===== src/rtl/muldiv_unit_pkg.sv =====
// Shared encodings for the iterative multiply/divide unit: operation codes and FSM states.
package muldiv_unit_pkg;

  typedef enum logic [2:0] {
    MD_MULT  = 3'd0,
    MD_MULTU = 3'd1,
    MD_DIV   = 3'd2,
    MD_DIVU  = 3'd3,
    MD_MTHI  = 3'd4,
    MD_MTLO  = 3'd5
  } op_e;

  typedef enum logic [1:0] {
    IDLE   = 2'd0,
    RUN    = 2'd1,
    FINISH = 2'd2
  } state_e;

  function automatic logic is_iter(input logic [2:0] o);
    return (o == MD_MULT) || (o == MD_MULTU) || (o == MD_DIV) || (o == MD_DIVU);
  endfunction

endpackage


===== src/rtl/au.sv =====
// Plain combinational adder/subtractor shared by the multiply and divide step.
module au #(
  parameter int width = 33
) (
  input  logic [width-1:0] a,
  input  logic [width-1:0] b,
  input  logic             sub,
  output logic [width-1:0] y
);

  assign y = sub ? (a - b) : (a + b);

endmodule


===== src/rtl/muldiv_unit.sv =====
// Iterative MIPS-style HI/LO multiply/divide unit: one shift-add or restoring-divide step per cycle.
module muldiv_unit
  import muldiv_unit_pkg::*;
#(
  parameter int width = 32
) (
  input  logic             clock,
  input  logic             reset_n,
  input  logic             start,
  input  logic [2:0]       op,
  input  logic [width-1:0] a,
  input  logic [width-1:0] b,
  output logic             busy,
  output logic             done,
  output logic [width-1:0] hi,
  output logic [width-1:0] lo
);

  localparam int CW = $clog2(width) + 1;

  state_e           state, state_nxt;
  op_e              op_r;
  logic [CW-1:0]    cnt;
  logic [width-1:0] acc_hi, acc_lo, mc, a_raw;
  logic             neg_lo, neg_hi;
  logic             accept, signed_op, is_div;
  logic [width-1:0] ma, mb, res_hi, res_lo;
  logic [width:0]   au_a, au_b, au_y;
  logic [2*width-1:0] prod_neg;

  function automatic logic [width-1:0] mag(input logic [width-1:0] v);
    return v[width-1] ? ('0 - v) : v;
  endfunction

  // Start is ignored while busy and in the cycle that carries the done pulse.
  assign accept    = start && (state == IDLE) && !done;
  assign busy      = (state != IDLE);
  assign signed_op = (op == MD_MULT) || (op == MD_DIV);
  assign ma        = signed_op ? mag(a) : a;
  assign mb        = signed_op ? mag(b) : b;
  assign is_div    = (op_r == MD_DIV) || (op_r == MD_DIVU);

  // Multiply adds the multiplicand into the upper half; divide trial-subtracts from the shifted remainder.
  assign au_a = is_div ? {acc_hi, acc_lo[width-1]} : {1'b0, acc_hi};
  assign au_b = (is_div || acc_lo[0]) ? {1'b0, mc} : '0;

  au #(.width(width + 1)) u_au (
    .a  (au_a),
    .b  (au_b),
    .sub(is_div),
    .y  (au_y)
  );

  assign prod_neg = '0 - {acc_hi, acc_lo};

  always_comb begin
    res_hi = acc_hi;
    res_lo = acc_lo;
    if (is_div) begin
      if (mc == '0) begin
        res_hi = a_raw;
        res_lo = '1;
      end else begin
        if (neg_lo) res_lo = '0 - acc_lo;
        if (neg_hi) res_hi = '0 - acc_hi;
      end
    end else if (neg_lo) begin
      res_hi = prod_neg[2*width-1:width];
      res_lo = prod_neg[width-1:0];
    end
  end

  always_ff @(posedge clock or negedge reset_n) begin
    if (!reset_n) state <= IDLE;
    else          state <= state_nxt;
  end

  always_comb begin
    state_nxt = state;
    case (state)
      IDLE:    if (accept && is_iter(op)) state_nxt = RUN;
      RUN:     if (cnt == CW'(width - 1)) state_nxt = FINISH;
      FINISH:  state_nxt = IDLE;
      default: state_nxt = IDLE;
    endcase
  end

  always_ff @(posedge clock or negedge reset_n) begin
    if (!reset_n) begin
      done   <= 1'b0;
      hi     <= '0;
      lo     <= '0;
      cnt    <= '0;
      op_r   <= MD_MULT;
      acc_hi <= '0;
      acc_lo <= '0;
      mc     <= '0;
      a_raw  <= '0;
      neg_lo <= 1'b0;
      neg_hi <= 1'b0;
    end else begin
      done <= 1'b0;
      case (state)
        IDLE: begin
          if (accept) begin
            case (op)
              MD_MTHI: hi <= a;
              MD_MTLO: lo <= a;
              MD_MULT, MD_MULTU, MD_DIV, MD_DIVU: begin
                op_r   <= op_e'(op);
                cnt    <= '0;
                a_raw  <= a;
                acc_hi <= '0;
                neg_lo <= signed_op && (a[width-1] ^ b[width-1]);
                neg_hi <= signed_op && a[width-1];
                if ((op == MD_DIV) || (op == MD_DIVU)) begin
                  acc_lo <= ma;
                  mc     <= mb;
                end else begin
                  acc_lo <= mb;
                  mc     <= ma;
                end
              end
              default: ;
            endcase
          end
        end
        RUN: begin
          cnt <= cnt + CW'(1);
          if (is_div) begin
            if (!au_y[width]) begin
              acc_hi <= au_y[width-1:0];
              acc_lo <= {acc_lo[width-2:0], 1'b1};
            end else begin
              acc_hi <= {acc_hi[width-2:0], acc_lo[width-1]};
              acc_lo <= {acc_lo[width-2:0], 1'b0};
            end
          end else begin
            acc_hi <= au_y[width:1];
            acc_lo <= {au_y[0], acc_lo[width-1:1]};
          end
        end
        FINISH: begin
          hi   <= res_hi;
          lo   <= res_lo;
          done <= 1'b1;
        end
        default: ;
      endcase
    end
  end

endmodule


===== config.mk =====
export PLATFORM = sky130hd
export DESIGN_NAME = muldiv_unit
export DESIGN_NICKNAME = d
export VERILOG_FILES = /design/src/rtl/muldiv_unit_pkg.sv /design/src/rtl/au.sv /design/src/rtl/muldiv_unit.sv
export SDC_FILE = /design/constraint.sdc
export NUM_CORES = 1
export LEC_CHECK = 0
export ABC_AREA = 1
export BUFFER_PORTS_ARGS = -buffer_cell sky130_fd_sc_hd__buf_2
export CAP_MARGIN = 0
export CORE_ASPECT_RATIO = 0.9
export CORE_UTILIZATION = 45
export CTS_CLUSTER_SIZE = 8
export DETAILED_ROUTE_END_ITERATION = 16
export GPL_ROUTABILITY_DRIVEN = 0
export PLACE_DENSITY_LB_ADDON = 0.08
export SYNTH_ARGS = -nofsm -noshare
export SYNTH_HDL_FRONTEND = slang
export SYNTH_SLANG_ARGS = --single-unit

===== constraint.sdc =====
create_clock -name clock -period 4.6 [get_ports clock]
set_input_delay 0 -clock clock [delete_from_list [all_inputs] [get_ports clock]]
set_output_delay 0 -clock clock [all_outputs]
set_load 0.02 [all_outputs]

Word level (Yosys, flattened, before mapping)
Cells that the tools add are included.
{"block": "op_classes", "mux": 40, "n_eq_ne": 16, "reduce_logical": 25, "addsub": 8, "bitwise": 1}
{"cell": "$mux 32", "n": 26}
{"cell": "$pmux 32 s2", "n": 4}
{"cell": "$sub 1x32->32 const A", "n": 4}
{"cell": "$mux 33", "n": 2}
{"cell": "$sub 1x64->64 const A", "n": 1}
{"cell": "$add 33x32->33", "n": 1}
{"cell": "$sub 33x32->33", "n": 1}
{"cell": "$logic_not 32->1", "n": 1}
{"cell": "$eq 3x2->1 const B", "n": 4}
{"cell": "$mux 6", "n": 2}
{"cell": "$pmux 6 s2", "n": 1}
{"cell": "$reduce_and 3->1", "n": 4}
{"cell": "$ne 2x1->1 const B", "n": 4}
{"cell": "$logic_or 1x1->1", "n": 7}
{"cell": "$add 6x1->6 const B", "n": 1}
{"cell": "$eq 3x3->1 const B", "n": 2}
{"cell": "$eq 6x5->1 const B", "n": 1}
{"cell": "$reduce_bool 2->1", "n": 3}
{"cell": "$logic_and 1x1->1", "n": 5}
{"cell": "$mux 2", "n": 2}
{"cell": "$ne 2x2->1 const B", "n": 2}
{"cell": "$pmux 2 s2", "n": 1}
{"cell": "$reduce_or 4->1", "n": 1}
{"cell": "$eq 3x1->1 const B", "n": 1}
{"cell": "8 further kinds", "n": 9}
{"block": "totals", "out_inout_bits": 66, "word_cells": 102, "ff_bits": 206, "inputBits": 70}

Logic depth before layout (Yosys ltp)
Gate-level depths: netlist of the first run.
{"block": "logic_depth", "word_depth": 9, "depth_mapped": 33, "ltp_nobuf": 31}

By module
A second synthesis of the first run with hierarchy kept.
{"block": "hier_totals", "cells_unflattened": 3307, "hier_area_um2": 19493.7}
{"mod": "muldiv_unit", "seq_area_each_um2": 5129.9, "area_each_um2": 16201.8, "n_inst": 1, "cells_per_inst": 2638}
{"mod": "au", "seq_area_each_um2": 0.0, "area_each_um2": 3291.9, "n_inst": 1, "cells_per_inst": 669}

Worst setup path before layout of the first run
Ideal clock, no wire load.
{"block": "synth_timing", "kind": "register to register", "startpoint": "register op_r[1]", "endpoint": "register acc_hi[17]", "setup_ps": 116, "slack_ps": 1073, "t_arrival_ps": 3411, "path_stages_with_launch": 30, "path_buffers": 3, "synth_period_minus_slack_ps": 3527, "required_time_ps": 4484, "cell_sequence": "dfrtp_1 nand2_4 nand2_4 buf_2 buf_2 nand2_1 ha_1 inv_1 a21oi_4 nand3_1 nor4_2 nand3b_1 nand2_1 nand2_1 nand2_1 inv_1 ha_1 nand2_1 inv_1 nand2_1 nand2_1 a21oi_1 nand2_1 a21oi_2 nand2_2 buf_2 nand3_1 nand3_1 nand2_1 nand2_1"}
{"block": "synth_between", "elab_chain_cells": 9, "word_cells_on_any_way": 12, "cone_classes": "add/sub (2); eq/ne (2); mux (6); reduce/logical (2)"}
{"element": "from (decl)", "line_no": "muldiv_unit.sv:22", "rtl": "op_e op_r;"}
{"element": "from (signal assigned)", "line_no": "muldiv_unit.sv:110", "rtl": "op_r <= op_e'(op);"}
{"element": "$eq 3x2->1", "line_no": "muldiv_unit.sv:41", "rtl": "assign is_div = (op_r == MD_DIV) || (op_r == MD_DIVU);"}
{"element": "$logic_or 1x1->1 *", "line_no": "muldiv_unit.sv:41"}
{"element": "$logic_or 1x1->1", "line_no": "muldiv_unit.sv:45", "rtl": "assign au_b = (is_div || acc_lo[0]) ? {1'b0, mc} : '0;"}
{"element": "$mux 32", "line_no": "muldiv_unit.sv:45"}
{"element": "$add 33x32->33 / $sub 33x32->33 (equally long branches)", "line_no": "au.sv:11", "rtl": "assign y = sub ? (a - b) : (a + b);"}
{"element": "$mux 33", "line_no": "au.sv:11"}
{"element": "$mux 32", "line_no": "muldiv_unit.sv:131", "rtl": "if (!au_y[width]) begin"}
{"element": "$mux 32 *", "line_no": "muldiv_unit.sv:130", "rtl": "if (is_div) begin"}
{"element": "$pmux 32 s2 *", "line_no": "muldiv_unit.sv:103", "rtl": "case (state)"}
{"element": "to (signal assigned)", "line_no": "muldiv_unit.sv:132", "rtl": "acc_hi <= au_y[width-1:0];"}
{"element": "to (signal assigned)", "line_no": "muldiv_unit.sv:135", "rtl": "acc_hi <= {acc_hi[width-2:0], acc_lo[width-1]};"}
{"element": "to (signal assigned)", "line_no": "muldiv_unit.sv:139", "rtl": "acc_hi <= au_y[width:1];"}
{"element": "to (decl)", "line_no": "muldiv_unit.sv:24", "rtl": "logic [width-1:0] acc_hi, acc_lo, mc, a_raw;"}
Mark *: on every way between the ends. The rest lies on a longest branch, timed or not.
A chain may end at the register's enable or synchronous reset.

Worst setup path after layout of the first run
{"block": "layout_timing", "startpoint": "register op_r[1]", "endpoint": "register acc_hi[5]"}
The elaborated chain is that of the path after synthesis.

==> results of run 1 <==
per-stage QoR:
| stage | hold WS [ns] | worst slack [ns] | std cells |
|---|---|---|---|
| detailed placement | 0.119 | 0.108 | 3989 |
| global placement | 0.116 | 0.155 | 3989 |
| global route | 0.0351 | 0.0488 | 4078 |
| finish | -0.00202 | 0.325 | 4078 |
| floorplan | -0.296 | 1.07 | 3419 |
| CTS | 0.00463 | 0.143 | 4078 |
path summary, 6_finish.rpt:
kind	start	end	slack [ns]	cells after the start
min in group asynchronous	reset_n	acc_hi[30]	0.03	2
max in group asynchronous	reset_n	state[1]	3.44	3
hold / removal	b[23]	mc[23]	-0.002	6
setup / recovery	op_r[1]	acc_hi[5]	0.33	23
setup reg to reg	op_r[1]	acc_hi[5]	0.33	23
hold reg to reg	lo[19]	lo[19]	0.48	2
logic make-up (layout without fill, tap and decap cells):
| family | count (synthesis) | count (layout) |
|---|---|---|
| AND/OR/NAND/NOR | 2035 | 2035 |
| XOR/XNOR | 114 | 114 |
| adder cells (fa/ha/maj) | 39 | 39 |
| buffers and inverters | 552 | 656 |
| AO/OA/AOI/OAI | 474 | 474 |
| flip-flops | 205 | 205 |
layer usage:
layer	share of wire, %	wire, um	GRT usage, %
met1	42	35200	51.9
met2	41	34800	54.2
met3	13	10600	11.0
met5	0.014	12	0
met4	3.9	3230	12.4
registers in the layout (all words and copies together), names as in the netlist, 2 cells and up:
signal / count
mc: 32
acc_hi: 32
state: 2
cnt: 6
lo: 32
a_raw: 32
acc_lo: 32
hi: 32
op_r: 2
final cells by class:
| class | instances | area share (%) |
|---|---|---|
| clock buffers | 36 | 3.64 |
| clock inverters | 2 | 0.0964 |
| inverters | 402 | 6.86 |
| multi-input cells | 2662 | 56.3 |
| flip-flops and latches | 205 | 23.3 |
| well taps | 555 | 3.15 |
| repair buffers | 216 | 6.71 |
worst reg2reg max path: cells and delay by family (launching register included):
kind / cells / cell delay [ns]
buf+inv: 7 / 1.73
compound gates: 2 / 0.47
flops: 1 / 0.40
fa+ha+maj: 1 / 0.37
simple gates: 13 / 1.20
Yosys cell counts (3+ instances only):
| cell | n | area, um2 |
|---|---|---|
| xnor2_1 | 20 | 175 |
| nand2_2 | 6 | 37.5 |
| buf_1 | 21 | 78.8 |
| or2_2 | 4 | 25.0 |
| nand4_1 | 54 | 338 |
| nand2_1 | 1099 | 4130 |
| clkbuf_1 | 96 | 360 |
| nor2_2 | 7 | 43.8 |
| a31oi_1 | 10 | 62.6 |
| a22oi_1 | 8 | 60.1 |
| nor3_1 | 13 | 65.1 |
| dfrtp_1 | 205 | 5130 |
| nor2_1 | 512 | 1920 |
| o21ai_1 | 7 | 35.0 |
| a21oi_1 | 212 | 1060 |
| nand2_4 | 7 | 78.8 |
| o21ai_0 | 211 | 1060 |
| nand3b_1 | 7 | 52.6 |
| clkinv_1 | 5 | 18.8 |
| o211ai_1 | 5 | 37.5 |
| and2_1 | 3 | 18.8 |
| xor2_1 | 94 | 823 |
| buf_2 | 29 | 145 |
| ha_1 | 38 | 475 |
| nand3_1 | 313 | 1570 |
| inv_1 | 388 | 1460 |
| o31ai_1 | 5 | 37.5 |
| inv_2 | 8 | 30.0 |
repair_timing:
action / 4_1_cts / 5_1_grt
endpoints found under the hold margin: 214 / 0
gates resized for setup: 0 / 5
hold buffers: 51 / 0
endpoints found under the setup margin: 0 / 12
==> results.md, run 1 <==
* Status: finished with violations
* Failing checks: hold timing
* Synth Area in Compound Gates at 12.7%
* Initial antenna violation count at 1
* Fin crit share at 92.9%
* Arr. time, crit path at 4.72 ns
* Die area at 44500 um2
* Clk sinks at 205
* TritonRoute pass-1 iters at 8
* CP required at 5.05 ns
* Buffers on Ports at 135
* Area of the multi-input gates at 12400 um2
* Hold/Removal Path Class: in -> reg
* WHS at -0.00202 ns
* CP max FO at 156
* Drt drc at 0
* Layout area overhead at 12.4%
* Critical Path Max Stage Delay at 0.48 ns
* GRT overflow at 0
* Worst-path clk slew at 0.06 ns
* Die Y at 200 um
* Delay-heaviest family, CP: buffers and inverters
* Placed cell areas at 20700 um2
* Critical path type: reg -> reg
* Post-Synthesis Cells at 3419
* Fin. max-slew vios at 0
* Die Span X at 222 um
* # fillers at 4591
* Longest Clk Path Bufs at 3
* Synth Flop Type: dfrtp_1
* CTS Buf Count at 30
* Share of layout cells above drive strength 1 at 7.12%
* GRT Resource Usage Total at 37.1%
* Via/cell ratio at 5.70
* MaxCap Viol Count at 0
* Sequential area share after synthesis at 26.1%
* CP Launch Type: flip-flop
* Worst setup EP type: flip-flop
* YS warnings at 0
* #FFs+latches synth at 205
* Buf/Inv on CP at 7
* Final Setup Violations at 0
* Critical path's most frequent cell: nand2_1
* Min Tclk post-route at 4.27 ns
* Cell Area, Synth at 19600 um2
* Antenna cell count at 0
* Syn nets at 3528
* First-pass GRT wire length at 127000 um
* Commonest non-fill, non-tap cell in the layout: nand2_1
* Clk root buf: clkbuf_16
* Drt initial violations at 3360
* Final Core Density at 51.3%
* Clock Latency Late Sink at 0.60 ns
* Most frequent cells in the layout: nand2_1 (1099), nor2_1 (509), inv_1 (387), nand3_1 (312), a21oi_1 (212)
* RSZ-0062 raised after global routing: no
* CTS tree: done
* Post-Synth Adder-Cell Area at 2.52%
* Multiplexer share of the synthesized area at 0%
* Synth unique cells at 51
* Final instance area at 22100 um2
* Max frequency at 234 MHz
* Post-synthesis simple-gate area fraction at 42.7%
* Row count at 72
* CP cell instances: nand2_4 -> buf_16 -> clkinv_2 -> buf_12 -> buf_12 -> buf_4 -> a21oi_1 -> ha_1 -> nand2_1 -> inv_1 -> nand2_1 -> nand2_1 -> nand2_1 -> nand2_1 -> nand2_1 -> nand2_1 -> a21oi_2 -> nand2_2 -> buf_4 -> nand3_1 -> nand3_1 -> nand2_1 -> nand2_1
* Syn Area/Cell at 5.74 um2
* WL per Instance at 20.6 um
* Hold Vio Cnt, Final at 1
* Worst-Margin Slew at 1.14 ns
* Post-CTS setup buffer count at 0
* Remaining antenna violation count at 0
* WL final at 83900 um
* HPWL Detailed at 66100 um
* Vias in the first global route at 21084
* Core Box Area at 43000 um2
* Setup TNS after final layout at 0 ns
* Slowest CP cell: buf_16
* Max_slew headroom at 23.6%
* Post-synth ARST share at 100%
* Layout net count at 3626
* Layout Skew at 0.0527 ns
* Largest family of logic cells by synthesized area: simple AND/OR/NAND/NOR gates
* Routed via count at 23237
* Xor/xnor share of the synthesized area at 5.09%
* H-tree levels at 1
* Initial Utilization at 45.7%
* Largest net degree at the start of global routing at 157
* Io pins at 136
* Post-synth EDFFs at 0
* FF/Latch Area at 5130 um2
Power of run 1 is not shown: default switching activity piles up to over one toggle a cycle in this logic, so the estimate is an artifact.
==> inputs of run 2 (changes only) <==
Settings changed: MAX_ROUTING_LAYER set to met4.
==> run 2 against run 1 <==
Net effect:
- the run now ends clean
- first-iteration DRC count increased by 7.8%
- flip-flop and latch count stayed put
- sequential share of layout area about the same
- clock-buffer cell count unchanged
- cell area hardly changed
- cell count hardly changed
- via count is 0.12% higher
- setup slack worse by 0.041 ns
==> results.md, run 2 (synthesis results as in run 1) <==
* Die Y at 200 um (unchanged)
* Placed cell areas at 20700 um2 (unchanged)
* Worst setup startpoint: op_r[1]
* Critical path's most frequent cell: nand2_1
* Buffers on Ports at 135 (unchanged)
* Routed via count at 23264 (+0.12%)
* H-tree levels at 1 (unchanged)
* Largest net degree at the start of global routing at 157 (unchanged)
* RSZ-0062 raised after global routing: no
* CTS tree: done
* Layout net count at 3626 (unchanged)
* Initial antenna violation count at 1 (unchanged)
* CP Launch Type: flip-flop
* Worst reg2reg setup slack at 0.28 ns (-0.04 ns)
* Drt initial violations at 3623 (+7.8%)
* Worst-Margin Slew at 1.16 ns (+0.0167 ns)
* HPWL Detailed at 66100 um (unchanged)
* Final Non-Filler Cells at 4081 (+0.074%)
* Initial Utilization at 45.7% (unchanged)
* Remaining antenna violation count at 0 (unchanged)
* Clk root buf: clkbuf_16
* Io pins at 136 (unchanged)
* Layout Skew at 0.0471 ns (-0.00557 ns)
* Worst setup EP type: flip-flop
* WL final at 84100 um (+0.32%)
* Hold/Removal Path Class: in -> reg
* Fin. max-slew vios at 0 (unchanged)
* CP max FO at 156 (unchanged)
* Row count at 72 (unchanged)
* CTS Buf Count at 30 (unchanged)
* Grt met3 use at 10.3% (-0.70 points)
* Post-CTS setup buffer count at 0 (unchanged)
* CP required at 5.05 ns (about the same)
* Critical Path Max Stage Delay at 0.47 ns (about the same)
* RR Endpoint: acc_hi[5]
* CP cell instances: nand2_4 -> buf_16 -> clkinv_2 -> buf_12 -> buf_12 -> buf_4 -> a21oi_1 -> ha_1 -> nand2_1 -> inv_1 -> nand2_1 -> nand2_1 -> nand2_1 -> nand2_1 -> nand2_1 -> nand2_1 -> a21oi_2 -> nand2_2 -> buf_4 -> nand3_1 -> nand3_1 -> nand2_1 -> nand2_1
* Max_slew headroom at 22.5% (-1.1 points)
* # fillers at 4588 (-0.065%)
* GRT overflow at 0 (unchanged)
* Most frequent cells in the layout: nand2_1 (1099), nor2_1 (509), inv_1 (387), nand3_1 (312), a21oi_1 (212)
* R2R depth at 23 (unchanged)
* Final Setup Violations at 0 (unchanged)
* GRT Resource Usage Total at 38.2% (+1.1 points)
* Hold Vio Cnt, Final at 0 (-1)
* Worst hold path startpoint: b[23]
* Slowest CP cell: buf_16
* Placed Cells at 3989 (unchanged)
* Crit path capture: acc_hi[5]
* Worst-path clk slew at 0.06 ns (about the same)
* Longest Clk Path Bufs at 3 (unchanged)
* Setup TNS after final layout at 0 ns (unchanged)
* Core Box Area at 43000 um2 (unchanged)
* MaxCap Viol Count at 0 (unchanged)
* Final instance area at 22100 um2 (about the same)
* Min Tclk post-route at 4.32 ns (+0.0407 ns)
* Clock Latency Late Sink at 0.60 ns (about the same)
* Arr. time, crit path at 4.76 ns (+0.04 ns)
* GRT met2 Usage at 54.7% (+0.46 points)
* Share of layout cells above drive strength 1 at 7.12% (unchanged)
* Critical path type: reg -> reg
* Fin crit share at 93.8% (+0.89 points)
* GRT busiest layer: met2
* Clk sinks at 205 (unchanged)
* Layout area overhead at 12.4% (about the same)
* Max frequency at 232 MHz (-0.94%)
* M1 GR Usage at 52.2% (+0.26 points)
* Drt drc at 0 (unchanged)
* Commonest non-fill, non-tap cell in the layout: nand2_1
* First-pass GRT wire length at 127000 um (about the same)
* FF-to-FF Start: op_r[1]
* Status: completed
* Die Span X at 222 um (unchanged)
* Via/cell ratio at 5.70 (about the same)
* Die area at 44500 um2 (unchanged)
* Vias in the first global route at 21067 (-0.081%)
* TritonRoute pass-1 iters at 7 (-1)
* WL per Instance at 20.6 um (+0.24%)
run 2: cell count changes in the layout (fill, tap and decap cells not counted):
| cell | change |
|---|---|
| diode_2 | +3 |
run 2: worst max-delay path, delay by kind of cell (launching register included):
kind	cells	cell delay [ns]
buf+inv	7	1.68
simple gates	13	1.18
compound gates	2	0.50
flops	1	0.40
fa+ha+maj	1	0.38
run 2: what timing repair did:
item | in CTS | in global routing
endpoints found under the setup margin | 0 | 12
endpoints found under the hold margin | 214 | 0
hold buffers | 51 | 0
gates resized for setup | 0 | 5
run 2: stage by stage:
step	hold WS, ns	setup WS (ns)	utilization (%)
global route	0.0351	0.0526	51.3
detailed placement	0.119	0.108	48.1
finish	0.0122	0.285	51.3
CTS	0.00463	0.143	51.2
global placement	0.116	0.155	48.1
floorplan	-0.296	1.07	-
run 2: cell type report:
cell class / instances / area, um2 / share of cell area, %
multi-input cells: 2662 / 12400 / 56.3
flip-flops and latches: 205 / 5130 / 23.3
inverters: 402 / 1510 / 6.86
repair buffers: 216 / 1480 / 6.70
clock buffers: 36 / 803 / 3.64
well taps: 555 / 694 / 3.15
clock inverters: 2 / 21.3 / 0.0964
diodes: 3 / 7.51 / 0.0340
run 2: worst min-delay path by stage:
stage | to | slack, ns | depth (start not counted)
floorplan | a_raw[0] | -0.30 | 0
global placement | acc_hi[27] | 0.12 | 1
detailed placement | acc_hi[30] | 0.12 | 1
CTS | mc[13] | 0.005 | 4
global route | mc[13] | 0.04 | 4
finish | mc[23] | 0.01 | 6
run 2: routing by layer:
layer  vias up  wire length [um]
li1      10986                 -
met1     10801             35800
met2      1308             35200
met3       169             10200
met4         0              2920
met5         -                 0
Power of run 2 is left out for the same reason.
